===== src/rtl/io_core_param.sv =====
// io_core_param
//   Memory-mapped IO core on the pipelined register bus. Exposes N_IN input
//   probe channels (synchronised, snapshot on strobe, sticky change flags with
//   clear-on-read) and N_OUT output probe channels (buffered, applied to
//   probes_out on strobe).
//
// Register map (offsets from BASE_ADDR):
//   0                          strobe: bit0 snapshot/update, bit1 clear-all-flags
//   1 .. N_IN                  input buffer, channel k-1 (read-only)
//   N_IN+1 .. 2*N_IN           sticky change flags, channel k-1 (clear-on-read)
//   2*N_IN+1 .. 2*N_IN+N_OUT   output buffer, channel k-1 (read/write)
//
// Ports:
//   clk, rst                 clock, asynchronous active-high reset
//   addr_i, data_i           incoming bus address / write data
//   rw_i, valid_i            1 = write / transaction qualifier
//   addr_o, data_o           outgoing bus address / data (1-cycle latency)
//   rw_o, valid_o            registered copies of rw_i / valid_i
//   probes_in                asynchronous inputs, channel k at [k*IN_WIDTH +: IN_WIDTH]
//   probes_out               registered outputs, channel k at [k*OUT_WIDTH +: OUT_WIDTH]
module io_core_param #(
   parameter int BASE_ADDR = 0,
   parameter int N_IN      = 4,
   parameter int IN_WIDTH  = 16,
   parameter int N_OUT     = 4,
   parameter int OUT_WIDTH = 16
) (
   input  logic                       clk,
   input  logic                       rst,
   input  logic [15:0]                addr_i,
   input  logic [15:0]                data_i,
   input  logic                       rw_i,
   input  logic                       valid_i,
   output logic [15:0]                addr_o,
   output logic [15:0]                data_o,
   output logic                       rw_o,
   output logic                       valid_o,
   input  logic [N_IN*IN_WIDTH-1:0]   probes_in,
   output logic [N_OUT*OUT_WIDTH-1:0] probes_out
);

   localparam int          IW      = N_IN * IN_WIDTH;
   localparam int          OW      = N_OUT * OUT_WIDTH;
   localparam int          MAX_OFF = 2 * N_IN + N_OUT;
   localparam logic [15:0] BASE    = 16'(BASE_ADDR);

   // Zero-extend an input channel onto the 16-bit bus.
   function automatic logic [15:0] in_to_bus(input logic [IN_WIDTH-1:0] v);
      logic [15:0] r;
      r = '0;
      r[IN_WIDTH-1:0] = v;
      return r;
   endfunction

   // Zero-extend an output channel onto the 16-bit bus.
   function automatic logic [15:0] out_to_bus(input logic [OUT_WIDTH-1:0] v);
      logic [15:0] r;
      r = '0;
      r[OUT_WIDTH-1:0] = v;
      return r;
   endfunction

   // Keep only the low OUT_WIDTH bits of a bus write.
   function automatic logic [OUT_WIDTH-1:0] bus_to_out(input logic [15:0] d);
      return d[OUT_WIDTH-1:0];
   endfunction

   logic [1:0]    strobe;
   logic [1:0]    strobe_prev;
   logic [IW-1:0] sync_p0;
   logic [IW-1:0] sync_p1;
   logic [IW-1:0] prev_p2;
   logic [IW-1:0] flags;
   logic [IW-1:0] in_buf;
   logic [OW-1:0] out_buf;

   logic [15:0]   off;
   logic          in_range;
   logic          rd_en;
   logic          wr_en;
   logic [15:0]   rd_data;
   logic [IW-1:0] clr_mask;
   logic [IW-1:0] chg;
   logic [IW-1:0] flags_n;
   logic          strb_rise;
   logic          clr_rise;

   // Address decode and read mux (register values as of before this edge)
   always_comb begin
      off      = addr_i - BASE;
      in_range = (addr_i >= BASE) && (off <= 16'(MAX_OFF));
      rd_en    = valid_i & ~rw_i & in_range;
      wr_en    = valid_i & rw_i & in_range;
      rd_data  = '0;
      clr_mask = '0;
      if (off == 16'd0) rd_data = {14'b0, strobe};
      for (int k = 0; k < N_IN; k++) begin
         if (off == 16'(k + 1)) rd_data = in_to_bus(in_buf[k*IN_WIDTH +: IN_WIDTH]);
         if (off == 16'(N_IN + 1 + k)) begin
            rd_data = in_to_bus(flags[k*IN_WIDTH +: IN_WIDTH]);
            if (rd_en) clr_mask[k*IN_WIDTH +: IN_WIDTH] = '1;
         end
      end
      for (int k = 0; k < N_OUT; k++) begin
         if (off == 16'(2 * N_IN + 1 + k)) rd_data = out_to_bus(out_buf[k*OUT_WIDTH +: OUT_WIDTH]);
      end
   end

   // Flag update: a change seen this cycle always survives a clear, whether
   // the clear comes from the clear-all strobe or from a flag read.
   always_comb begin
      chg       = sync_p1 ^ prev_p2;
      strb_rise = strobe[0] & ~strobe_prev[0];
      clr_rise  = strobe[1] & ~strobe_prev[1];
      if (clr_rise) flags_n = chg;
      else          flags_n = (flags & ~clr_mask) | chg;
   end

   always_ff @(posedge clk or posedge rst) begin
      if (rst) begin
         addr_o      <= '0;
         data_o      <= '0;
         rw_o        <= 1'b0;
         valid_o     <= 1'b0;
         strobe      <= '0;
         strobe_prev <= '0;
         sync_p0     <= '0;
         sync_p1     <= '0;
         prev_p2     <= '0;
         flags       <= '0;
         in_buf      <= '0;
         out_buf     <= '0;
         probes_out  <= '0;
      end else begin
         // Bus stage: everything not read from this core passes through
         addr_o  <= addr_i;
         rw_o    <= rw_i;
         valid_o <= valid_i;
         data_o  <= rd_en ? rd_data : data_i;

         // Input stages: two synchroniser flops, then the compare register
         sync_p0 <= probes_in;
         sync_p1 <= sync_p0;
         prev_p2 <= sync_p1;
         flags   <= flags_n;

         strobe_prev <= strobe;
         if (wr_en && off == 16'd0) strobe <= data_i[1:0];
         for (int k = 0; k < N_OUT; k++) begin
            if (wr_en && off == 16'(2 * N_IN + 1 + k))
               out_buf[k*OUT_WIDTH +: OUT_WIDTH] <= bus_to_out(data_i);
         end

         // Strobe stage: act one edge after the strobe register rises
         if (strb_rise) begin
            in_buf     <= sync_p1;
            probes_out <= out_buf;
         end
      end
   end

endmodule


===== config.mk =====
export PLATFORM = sky130hd
export DESIGN_NAME = io_core_param
export DESIGN_NICKNAME = d
export VERILOG_FILES = /design/src/rtl/io_core_param.sv
export SDC_FILE = /design/constraint.sdc
export NUM_CORES = 1
export LEC_CHECK = 0
export BUFFER_PORTS_ARGS = -buffer_cell sky130_fd_sc_hd__clkbuf_2
export CORE_MARGIN = 1.5
export CORE_UTILIZATION = 61
export CTS_CLUSTER_SIZE = 14
export DETAILED_ROUTE_END_ITERATION = 7
export GPL_ROUTABILITY_DRIVEN = 0
export GPL_TIMING_DRIVEN = 0
export PLACE_DENSITY = 0.86
export SLEW_MARGIN = 5
export SYNTH_ARGS = -nofsm -noshare
export SYNTH_HDL_FRONTEND = slang
export SYNTH_SLANG_ARGS = --single-unit

===== constraint.sdc =====
create_clock -name clk -period 30.9 [get_ports clk]
set_input_delay 4.635 -clock clk [delete_from_list [all_inputs] [get_ports clk]]
set_output_delay 4.635 -clock clk [all_outputs]
set_load 0.05 [all_outputs]

==> run summary <==
In this run the horizontal extent of the chip is 175.1 um. In this run the critical register-to-register path is launched from strobe[0]$_DFFE_PP0P_. The via count of the first global-routing pass is 12441. The path with the worst hold slack has its endpoint at sync_p1[31]$_DFF_PP0_. The antenna diode instance count came out at 0. The worst register-to-register path ends at data_o[0]$_DFF_PP0_.

In this run the post-CTS setup repair buffer count came out at 0. The cts-stage hold buffer count came out at 0. The share of the yosys chip area belonging to registers is 67.29%. The pre-antenna-repair detailed-routing pass consisted of 8 iterations. The fraction of registers with async set/reset is 100.0%. The ratio of total power to cell area is 60.15 nW/um^2. The insertion delay of the later-clocked pin in the worst-skew pair is 0.55 ns.

Summed over all nets, the switching power comes to 0.0002764 W. The required time at the endpoint of the critical path came out at 31.38 ns. The number of gates resized after cts came out at 0.

The run finished with clean final reports. Across the run, the number of max-cap violations was 0. The nature of the critical path endpoint is a register. The die covers 30670 sq um.

The share of total power in sequential cells is 51.9%. Compared with the post-synthesis result, the final layout area differs by 16.95%. The multi-input logic area came out at 5563 sq um. Hold timing on the final database bottoms out at a slack of 0.3426 ns. Data arrives at the worst endpoint at 8.00 ns. The filler cells instantiated in the layout total 1784.

Clock tree synthesis selected as its root buffer the cell sky130_fd_sc_hd__clkbuf_16. The number of violations reported at the end of detailed-routing iteration 0 is 1548. At the placement stage, the worst setup path has a slack of 23.21 ns. The worst setup path is of the in2reg kind. The share of the synthesized area in the top cell type is 67.29%.

The total number of clock tree sinks is 486. The chip height came out at 175.1 um. The path class of the tightest hold or removal check is reg2reg. The number of synthesized register bits is 486. For this design the static power due to leakage is 10.20 nW.

Averaged over all synthesized cells, the footprint is 14.02 sq um. The count of antenna-violating nets left after detailed routing is 0. In the routed design, unresolved DRC markers number 0. The slew at the pin closest to its max-slew limit is 1.318 ns. The final number of setup-violating endpoints came out at 0.

The number of levels in the clock H-tree came out at 2. The switching fraction of total power came out at 21.74%. The internal power of the cells is 0.0009951 W.

The pin count of the biggest net entering global routing came out at 133. The most frequent standard cell in the layout excluding fill and tap cells is sky130_fd_sc_hd__dfrtp_1. The worst-case clock buffer depth came out at 3. The worst reg-to-reg path cell count is 6. The via total after detailed routing is 12098. The final period utilization came out at 24.36%. The clock network is responsible for 43.7% of the overall power.

The worst path in the final design needs a cycle of 7.527 ns, including I/O delays and setup. In this run the core area contains 62 standard-cell rows. The cell count of the worst hold path is 0. The sequential standard cell area came out at 12160 sq um. The first global-routing pass estimated 70.97 mm of wire.

The final clock skew came out at 0.02390 ns. The initial core utilization is 62.46%. The number of buffer cells added on primary ports came out at 197. The clock buffer count from CTS is 45. The relative max-transition margin came out at 11.41%. After global routing the overflow that remains totals 0. The net count after synthesis is 1389. The post-place instance area came out at 19630 sq um. The worst IR drop on VDD came out at 0.04842 mV. STA classifies the critical path startpoint as an input pin. TritonCTS built the clock tree.

The number of hold-slack violations in the final timing report was 0. In this run the most critical hold path is launched from sync_p0[31]$_DFF_PP0_. The worst path meets setup with 23.37 ns of slack. Summed over all instances, the cell type with the most area after synthesis is sky130_fd_sc_hd__dfrtp_1.

In this run, the combinational gates consume 4.4% of the power. The global router's overall resource usage is 30.79%. The post-route standard cell area excluding fillers came out at 21140 sq um. Using the TritonRoute via totals, the vias-per-cell ratio works out to 6.195. Dividing the detail-routed wire length by the instance count gives 23.49 um. The standard cell core area came out at 28940 sq um.

In the layout the commonest cells are sky130_fd_sc_hd__dfrtp_1, sky130_fd_sc_hd__clkbuf_2, sky130_fd_sc_hd__mux2_2. The half-perimeter wire length after detailed placement came out at 31.25 mm. The final number of max-transition violations was 0. The ratio of cells with drive above 1 in the final layout came out at 32.82%.

The netlist area before placement came out at 18070 sq um. Across all register-to-register paths, the minimum setup slack is 28.49 ns. Setup repair after global routing left no endpoint under its margin. The post-layout net count came out at 1636. The total power is 0.001271 W. The top-level I/O count came out at 198. The setup TNS came out at 0 ns.

Among all flip-flop cells after synthesis, the most frequent one is sky130_fd_sc_hd__dfrtp_1. The achievable clock frequency came out at 132.9 MHz. The number of antenna violations at the first check in global routing is 2. The post-synthesis instance total came out at 1289. The final layout contains routed wiring with a total length of 45.88 mm. Synthesis instantiated 80 different standard cells from the library. After synthesis, the cell types taking the most area are sky130_fd_sc_hd__dfrtp_1, sky130_fd_sc_hd__mux2_2, sky130_fd_sc_hd__nand2_1.

During synthesis, Yosys emitted a total of 0 warnings. In this run, synthesis inferred 0 flip-flops with an integrated enable. The largest fanout on the critical path is 10.

The clock-pin slew of the registers on the worst-case setup and hold paths came out at 0.06 ns.
==> per-stage QoR <==
stage	utilization (%)	std cells
floorplan	-	1289
global route	73.05	1953
finish	73.05	1953
global placement	67.53	1870
detailed placement	67.84	1873
CTS	73.05	1953
==> synth_stat cells, drive strengths merged, types with 4 or more instances <==
| library cell | n |
|---|---|
| nand2 | 169 |
| a21oi | 34 |
| nor2b | 4 |
| xnor2 | 64 |
| a22oi | 12 |
| o21ai | 39 |
| o22ai | 12 |
| nand2b | 8 |
| nor2 | 34 |
| a222oi | 9 |
| clkbuf | 36 |
| nand4 | 8 |
| nor4 | 14 |
| nand3 | 10 |
| a21o | 7 |
| mux2 | 196 |
| dfrtp | 486 |
| mux2i | 7 |
| nor3 | 14 |
| o211ai | 8 |
| inv | 9 |
| a22o | 8 |
| buf | 20 |
| a31oi | 6 |
| a32oi | 4 |
| and4 | 4 |
| a221oi | 10 |
==> power by group through the flow <==
stage | Sequential (W) | Clock (W) | Combinational [W]
after floorplan | 0.000678 | 0 | 0.0000263
after global placement | 0.000672 | 0 | 0.0000517
after detailed placement | 0.000672 | 0 | 0.0000546
after CTS | 0.000660 | 0.000562 | 0.0000552
after global routing | 0.000661 | 0.000591 | 0.0000603
final | 0.000660 | 0.000556 | 0.0000554
==> registers in the layout (all words and copies together) (netlist names) <==
name	count
sync_p1	64
strobe_prev	2
addr_o	16
sync_p0	64
probes_out	64
in_buf	64
data_o	16
rw_o	1
strobe	2
valid_o	1
flags	64
prev_p2	64
out_buf	64
==> kinds of logic (layout without fill, tap and decap cells) <==
| group | Yosys count | after routing | synth area share [%] |
|---|---|---|---|
| and+or+nand+nor | 292 | 292 | 8.204 |
| buffers and inverters | 66 | 346 | 1.931 |
| AOI/OAI and AO/OA | 178 | 178 | 6.874 |
| xor gates and xnor gates | 64 | 64 | 3.101 |
| muxes | 203 | 203 | 12.60 |
| DFF | 486 | 486 | 67.29 |
==> layout make-up <==
cell class	instances	share of cell area, %
Buffer	57	1.492
Clock buffer	64	6.139
Clock inverter	16	0.9886
Inverter	9	0.1953
Multi-Input combinational cell	737	26.32
Sequential cell	486	57.54
Tap cell	384	2.273
Timing Repair Buffer	200	5.055
==> critical path: stages <==
cell and delay, ns:
sky130_fd_sc_hd__clkbuf_2 0.13, sky130_fd_sc_hd__clkbuf_1 0.35, sky130_fd_sc_hd__nor2b_1 0.60, sky130_fd_sc_hd__clkbuf_1 0.69, sky130_fd_sc_hd__a32oi_1 0.45, sky130_fd_sc_hd__a221oi_1 0.51, sky130_fd_sc_hd__o21ai_0 0.20, sky130_fd_sc_hd__a21oi_1 0.21
sky130_fd_sc_hd__o32a_1 0.22
==> worst max-delay path by stage <==
stage              start                      end
2_1_floorplan        rst      addr_o[0]$_DFF_PP0_
3_3_place_gp         rst  out_buf[43]$_DFFE_PP0P_
3_5_place_dp   addr_i[9]  out_buf[32]$_DFFE_PP0P_
4_1_cts        addr_i[9]   out_buf[4]$_DFFE_PP0P_
5_1_grt        addr_i[1]      data_o[7]$_DFF_PP0_
6_report       addr_i[1]      data_o[7]$_DFF_PP0_
==> metal layers <==
metal | share of wire [%] | track usage [%] | vias up
met2 | 46 | 48.36 | 776
met1 | 38 | 40.21 | 6075
li1 | - | - | 5038
met4 | 5.3 | 14.64 | 2
met3 | 11 | 8.312 | 207
met5 | 0.024 | 0 | -
Power figures use the tool's default switching activity.
